`config.mk`:
```
export PLATFORM = sky130hd
export DESIGN_NAME = capture_ctrl_flat
export DESIGN_NICKNAME = d
export VERILOG_FILES = /design/src/rtl/capture_if.sv /design/src/rtl/capture_ctrl.sv /design/src/flat_wrapper.sv
export SDC_FILE = /design/constraint.sdc
export NUM_CORES = 1
export LEC_CHECK = 0
export CAP_MARGIN = 20
export CORE_AREA = 2 2 69 136
export CTS_CLUSTER_DIAMETER = 120
export DETAILED_ROUTE_END_ITERATION = 16
export DIE_AREA = 0 0 71 138
export PLACE_DENSITY = 0.77
export SYNTH_ARGS = -nofsm -noshare
export SYNTH_HDL_FRONTEND = slang
export SYNTH_SLANG_ARGS = --single-unit
```
`constraint.sdc`:
```
create_clock -name clk -period 3.9 [get_ports clk]
set_clock_uncertainty 0.2 [all_clocks]
set_input_delay 0.78 -clock clk [delete_from_list [all_inputs] [get_ports clk]]
set_output_delay 0.78 -clock clk [all_outputs]
set_load 0.01 [all_outputs]
```
`src/rtl/capture_if.sv`:
```
// Host/AFE-side bundle for capture_ctrl: trigger pins, capture configuration,
// readout request and the RAM write/readout port.
interface capture_if #(
    parameter int ADDR_W = 9,
    parameter int DEC_W  = 4
);
    logic              trig1;
    logic              trig2;
    logic              arm;
    logic [1:0]        trig_src;
    logic              trig_edge;
    logic [ADDR_W-1:0] trig_pos;
    logic [DEC_W-1:0]  dec_pwr;
    logic [ADDR_W-1:0] rd_addr;
    logic              rd_en;
    logic              adc_clk;
    logic              en;
    logic              we;
    logic [ADDR_W-1:0] addr;
    logic [ADDR_W-1:0] trig_addr;
    logic              busy;
    logic              capture_done;

    modport master (
        output trig1, trig2, arm, trig_src, trig_edge, trig_pos, dec_pwr, rd_addr, rd_en,
        input  adc_clk, en, we, addr, trig_addr, busy, capture_done
    );

    modport slave (
        input  trig1, trig2, arm, trig_src, trig_edge, trig_pos, dec_pwr, rd_addr, rd_en,
        output adc_clk, en, we, addr, trig_addr, busy, capture_done
    );
endinterface

```
`src/rtl/capture_ctrl.sv`:
```
// Sample-capture controller: decimated circular-buffer writes, edge trigger,
// post-trigger count, then frozen buffer readout. CAP_AUTOTRIG_EN adds an ARMED timeout.
//
// state   | meaning
// IDLE    | no capture, RAM port quiet
// PREFILL | filling pre-trigger history, triggers ignored
// ARMED   | writing, waiting for trigger edge / force / timeout
// POST    | writing the post-trigger samples
// DONE    | buffer frozen, RAM port driven by readout
module capture_ctrl #(
    parameter int ADDR_W = 9,
    parameter int DEC_W  = 4
) (
    input logic      clk,
    input logic      rst,
    capture_if.slave bus
);
    localparam int DEPTH = 1 << ADDR_W;
    localparam int CNT_W = 1 << DEC_W;

    typedef enum logic [2:0] {IDLE, PREFILL, ARMED, POST, DONE} state_t;

    state_t            state;
    logic              adc_clk_q, en_q, we_q, busy_q, done_q;
    logic [ADDR_W-1:0] addr_q, trig_addr_q, wptr, post_cnt, pos_q;
    logic [ADDR_W:0]   pre_cnt, pre_thr;
    logic [CNT_W-1:0]  dec_cnt, dec_mask;
    logic [DEC_W-1:0]  dec_q;
    logic [1:0]        src_q;
    logic              edge_q;
    logic [2:0]        sync1, sync2;
    logic              smp, wq, sel_cur, sel_prev, trig_hit, timeout_hit, do_write;

    assign smp      = adc_clk_q;
    assign dec_mask = (CNT_W'(1) << dec_q) - CNT_W'(1);
    assign wq       = smp && ((dec_cnt & dec_mask) == '0);
    assign pre_thr  = (ADDR_W+1)'(DEPTH) - {1'b0, pos_q};

    // bit 1 of each chain is the synchronized level, bit 2 its previous value
    assign sel_cur  = src_q[0] ? sync2[1] : sync1[1];
    assign sel_prev = src_q[0] ? sync2[2] : sync1[2];
    assign trig_hit = src_q[1] | (edge_q ? (sel_cur & ~sel_prev) : (~sel_cur & sel_prev));

    assign do_write = wq && !bus.arm &&
                      ((state == PREFILL) || (state == ARMED) ||
                       ((state == POST) && (post_cnt != '0)));

`ifdef CAP_AUTOTRIG_EN
    logic [15:0] to_cnt;

    always_ff @(posedge clk) begin
        if (rst || bus.arm) to_cnt <= '0;
        else if ((state == ARMED) && wq) to_cnt <= to_cnt + 16'd1;
    end

    // fires on the 65535th ARMED write without a trigger
    assign timeout_hit = (state == ARMED) && wq && (to_cnt == 16'hFFFE);
`else
    assign timeout_hit = 1'b0;
`endif

    always_ff @(posedge clk) begin
        if (rst) begin
            state       <= IDLE;
            adc_clk_q   <= 1'b0;
            en_q        <= 1'b0;
            we_q        <= 1'b0;
            busy_q      <= 1'b0;
            done_q      <= 1'b0;
            addr_q      <= '0;
            trig_addr_q <= '0;
            wptr        <= '0;
            post_cnt    <= '0;
            pos_q       <= '0;
            pre_cnt     <= '0;
            dec_cnt     <= '0;
            dec_q       <= '0;
            src_q       <= '0;
            edge_q      <= 1'b0;
            sync1       <= '0;
            sync2       <= '0;
        end else begin
            adc_clk_q <= ~adc_clk_q;
            sync1     <= {sync1[1:0], bus.trig1};
            sync2     <= {sync2[1:0], bus.trig2};
            en_q      <= 1'b0;
            we_q      <= 1'b0;
            if (smp) dec_cnt <= dec_cnt + CNT_W'(1);

            if (do_write) begin
                en_q   <= 1'b1;
                we_q   <= 1'b1;
                addr_q <= wptr;
                wptr   <= wptr + ADDR_W'(1);
            end

            // arm restarts from any state and masks a same-cycle trigger edge
            if (bus.arm) begin
                state   <= PREFILL;
                busy_q  <= 1'b1;
                done_q  <= 1'b0;
                wptr    <= '0;
                pre_cnt <= '0;
                dec_cnt <= '0;
                pos_q   <= bus.trig_pos;
                src_q   <= bus.trig_src;
                edge_q  <= bus.trig_edge;
                dec_q   <= bus.dec_pwr;
            end else begin
                case (state)
                    IDLE: ;
                    PREFILL: begin
                        if (wq) begin
                            pre_cnt <= pre_cnt + (ADDR_W+1)'(1);
                            if ((pre_cnt + (ADDR_W+1)'(1)) >= pre_thr) state <= ARMED;
                        end
                    end
                    ARMED: begin
                        if (trig_hit || timeout_hit) begin
                            state    <= POST;
                            post_cnt <= pos_q;
                        end
                    end
                    POST: begin
                        if (post_cnt == '0) begin
                            state       <= DONE;
                            trig_addr_q <= wptr;
                            busy_q      <= 1'b0;
                            done_q      <= 1'b1;
                        end else if (wq) begin
                            post_cnt <= post_cnt - ADDR_W'(1);
                        end
                    end
                    DONE: begin
                        en_q   <= bus.rd_en;
                        addr_q <= bus.rd_addr;
                    end
                    default: state <= IDLE;
                endcase
            end
        end
    end

    assign bus.adc_clk      = adc_clk_q;
    assign bus.en           = en_q;
    assign bus.we           = we_q;
    assign bus.addr         = addr_q;
    assign bus.trig_addr    = trig_addr_q;
    assign bus.busy         = busy_q;
    assign bus.capture_done = done_q;
endmodule

```
`src/flat_wrapper.sv`:
```
// flat-port wrapper written by rule: the top's interface ports become plain ports
module capture_ctrl_flat 
#(
    parameter int ADDR_W = 9,
    parameter int DEC_W  = 4
)
  (clk, rst, bus_trig1, bus_trig2, bus_arm, bus_trig_src, bus_trig_edge, bus_trig_pos, bus_dec_pwr, bus_rd_addr, bus_rd_en, bus_adc_clk, bus_en, bus_we, bus_addr, bus_trig_addr, bus_busy, bus_capture_done);
  capture_if #(.ADDR_W(ADDR_W), .DEC_W(DEC_W)) bus_i ();
  input logic clk;
  input logic rst;
  input wire logic [$bits(bus_i.trig1)-1:0] bus_trig1;
  input wire logic [$bits(bus_i.trig2)-1:0] bus_trig2;
  input wire logic [$bits(bus_i.arm)-1:0] bus_arm;
  input wire logic [$bits(bus_i.trig_src)-1:0] bus_trig_src;
  input wire logic [$bits(bus_i.trig_edge)-1:0] bus_trig_edge;
  input wire logic [$bits(bus_i.trig_pos)-1:0] bus_trig_pos;
  input wire logic [$bits(bus_i.dec_pwr)-1:0] bus_dec_pwr;
  input wire logic [$bits(bus_i.rd_addr)-1:0] bus_rd_addr;
  input wire logic [$bits(bus_i.rd_en)-1:0] bus_rd_en;
  output wire logic [$bits(bus_i.adc_clk)-1:0] bus_adc_clk;
  output wire logic [$bits(bus_i.en)-1:0] bus_en;
  output wire logic [$bits(bus_i.we)-1:0] bus_we;
  output wire logic [$bits(bus_i.addr)-1:0] bus_addr;
  output wire logic [$bits(bus_i.trig_addr)-1:0] bus_trig_addr;
  output wire logic [$bits(bus_i.busy)-1:0] bus_busy;
  output wire logic [$bits(bus_i.capture_done)-1:0] bus_capture_done;
  assign bus_i.trig1 = bus_trig1;
  assign bus_i.trig2 = bus_trig2;
  assign bus_i.arm = bus_arm;
  assign bus_i.trig_src = bus_trig_src;
  assign bus_i.trig_edge = bus_trig_edge;
  assign bus_i.trig_pos = bus_trig_pos;
  assign bus_i.dec_pwr = bus_dec_pwr;
  assign bus_i.rd_addr = bus_rd_addr;
  assign bus_i.rd_en = bus_rd_en;
  assign bus_adc_clk = bus_i.adc_clk;
  assign bus_en = bus_i.en;
  assign bus_we = bus_i.we;
  assign bus_addr = bus_i.addr;
  assign bus_trig_addr = bus_i.trig_addr;
  assign bus_busy = bus_i.busy;
  assign bus_capture_done = bus_i.capture_done;
  capture_ctrl #(.ADDR_W(ADDR_W), .DEC_W(DEC_W)) u_core (.clk(clk), .rst(rst), .bus(bus_i));
endmodule
```
==> flow_summary.toml <==
[run_status]
status = "finished clean"

[clocking]
path_clk_slew_ns = 0.07
cts-buffers-inserted = 9
clock_sinks = 91
ctsHoldBuffers = 0
post-cts-setup-buffer-count = 0
ctsResizeCount = 0
clk_path_buf_depth = 2
htree_levels = 3
cts_root_buffer = "clkbuf_16"
tritoncts = "done"
insertion_delay_ns = 0.34

[timing]
fin_hold_ws_ns = 0.2557
report.final.slew_viol_count = 0
finalHoldViolations = 0
clock.fmax_ghz = 0.3094
timing.final.crit_share = 0.8287
min_period_ns = 3.232
tightest_slew_ns = 0.7880
slew_headroom = 0.4703
rsz0062_at_grt = "no"
tns_ns = 0
setup_violations = 0

[synthesis]
ys_ff_latch = 91
synth_area_sq_um = 4737
synth_ff_type = "dfxtp_1"
syn_avg_cell_area_sq_um = 8.459
yosysUniqueCellTypes = 59
synth_cells = 560
yosysWarnings = 0
synth_edf_count = 0
synthesis.nets = 607
yosysSeqAreaShare = 0.3846
async_flop_share = 0

[floorplanning]
fp-row-count = 49
core_region_area_sq_um = 8890
dieWidth_microns = 71
fp.dieH_microns = 138
start_util = 0.5329
die_area_sq_um = 9798
io_pins = 54

[setup_path]
worstPathMaxFanout = 16
crit_family = "compound AO/OA/AOI/OAI gates"
required_ns = 3.97
critPathArrivalTime_ns = 3.30
endpoint_kind = "register"
worstSetupStartpointType = "register"
crit_chain = "nor3_4, nand2_1, ha_1, a31oi_1, a211oi_1, a2111oi_2, and4_4, and3b_1, o21bai_4, o21a_1, a211oi_2"
timing.critical_path.slowest_cell_delay_ns = 0.38
cpMaxStageDelayCell = "ha_1"
critPathBufInv = 0
path_class = "register to register"

[finish]
nNetsFinal = 646
post_route_cells_drive_above_1_share = 0.06291
finish.utilization = 0.6213
fin_cells = 706
area_growth_pct = 16.59
final_common_cell = "dfxtp_1"
final_cell_mix = "dfxtp_1, nor2_1, nand2_1"
antenna_cells = 0

[routing]
routedWlPerCell_microns = 15.79
dr.pass1.iters = 4
first_iter_violations = 205
dr_total_vias = 4069
drc = 0
wl_microns = 11150
vias_per_cell = 5.763
ant_nets = 0

[placement]
hpwlAfterDp_microns = 8115
portBuffers = 53
place_congestion = 0.8688
dp.cells = 690

[power_and_ir_drop]
p_sw_w = 0.0005071
pwr-share-clk = 0.408
p_leak_nw = 2.123
power.density_nw_per_um2 = 359.4
peakVddDrop_mv = 0.3334
p_seq_frac = 0.488
cellInternalPower_w = 0.001478
p_sw_frac = 0.2555
power_w = 0.001985
combPwrFrac = 0.104

[grt]
grt_pass1_vias = 4179
track_usage = 0.2380
antenna_found_initial = 0
grt_max_degree = 38
grt.overflow.total = 0
grt_pass1_wl_microns = 19150

[worst_hold_path]
hold_path_class = "register to register"

[job]
maxCapViolCount = 0
==> cells in the mapped netlist, types with 2 or more instances <==
cell,number,area share
a21oi_1,34,0.036
or3_1,2,0.0026
xnor2_1,15,0.028
clkbuf_1,19,0.015
a311oi_1,3,0.0055
o211ai_1,2,0.0032
a211oi_1,10,0.016
and4_1,2,0.0037
o21ai_0,13,0.014
nand4_1,5,0.0066
buf_6,5,0.012
o21a_1,3,0.0048
xor2_1,31,0.057
nor3_1,9,0.0095
buf_12,2,0.0085
a211oi_2,2,0.0053
nand2b_1,4,0.0053
nand3_1,11,0.012
buf_1,2,0.0016
nand3b_1,2,0.0032
and2_1,4,0.0053
o31ai_1,4,0.0063
mux2i_1,33,0.070
nor2_1,88,0.070
a31oi_1,7,0.0092
a21o_1,2,0.0032
nor2b_1,9,0.012
or4_1,3,0.0048
nor4_1,4,0.0053
inv_1,12,0.0095
o21ai_1,2,0.0021
nor4b_1,2,0.0037
or2_2,5,0.0066
dfxtp_1,91,0.38
and3_1,13,0.017
nand2_1,65,0.052
buf_2,3,0.0032
ha_1,16,0.042
==> cell type report <==
class | instances | area [sq um]
multi-input combinational | 425 | 2673
tap | 102 | 127.6
inverter | 12 | 45.04
sequential | 91 | 1822
clock inverter | 7 | 52.55
clock buffer | 9 | 225.2
timing repair buffer | 60 | 578.1
fill | 751 | 3367
==> cells by family after synthesis <==
family          share of synthesized area
fa+ha+maj                         0.04226
flops                              0.3846
xor+xnor                          0.08505
simple gates                       0.2359
mux                               0.06973
compound gates                     0.1313
buf+inv                           0.05124
==> layer usage <==
metal  wire, microns  global-route usage  up-vias
li1                -                   -     2005
met1            4238              0.2537     1924
met2            6217              0.4393      112
met3             377             0.04665       28
met4             316              0.1033        0
met5               0                   0        -
==> per-stage QoR <==
step	setup slack, ns	cell area, sq um
after floorplan	0.9785	4737
after global placement	0.7951	5245
after detailed placement	0.7311	5245
after CTS	0.6939	5523
after global routing	0.4755	5523
final	0.6680	5523
==> power groups by stage <==
stage                     logic [W]  registers, W  clock network (W)
final                      0.000206      0.000968           0.000811
after global routing       0.000228      0.000971           0.000852
after global placement     0.000198      0.000988                  0
after floorplan            0.000149      0.000980                  0
after detailed placement   0.000205      0.000989                  0
after CTS                  0.000206      0.000968           0.000818
==> flip-flops by register name (all words and copies together) (netlist names) <==
register,count
u_core.dec_cnt,15
u_core.pre_cnt,10
u_core.bus.addr,9
u_core.bus.trig_addr,9
u_core.pos_q,9
u_core.post_cnt,9
u_core.wptr,9
u_core.dec_q,4
u_core.state,3
u_core.sync1,3
u_core.sync2,3
u_core.src_q,2
u_core.bus.adc_clk,1
u_core.bus.busy,1
u_core.bus.capture_done,1
u_core.bus.en,1
u_core.bus.we,1
u_core.edge_q,1
==> worst register-to-register path, cell delays in order, from the launching register on <==
cell and delay, ns:
dfxtp_1 0.33, nor3_4 0.27, nand2_1 0.11, ha_1 0.38, a31oi_1 0.23, a211oi_1 0.08, a2111oi_2 0.34, and4_4 0.32
and3b_1 0.36, o21bai_4 0.15, o21a_1 0.22, a211oi_2 0.17
==> final timing paths <==
check        slack (ns)                                  from  cells past startpoint                                    to
max                0.67          u_core.dec_q[1]$_SDFFE_PP0P_                     11       u_core.post_cnt[7]$_SDFFE_PP0P_
min                0.26  u_core.bus.trig_addr[4]$_SDFFE_PP0P_                      2  u_core.bus.trig_addr[4]$_SDFFE_PP0P_
max reg2reg        0.67          u_core.dec_q[1]$_SDFFE_PP0P_                     11       u_core.post_cnt[7]$_SDFFE_PP0P_
min reg2reg        0.26  u_core.bus.trig_addr[4]$_SDFFE_PP0P_                      2  u_core.bus.trig_addr[4]$_SDFFE_PP0P_
No activity file was read; power rests on OpenSTA's default activity.
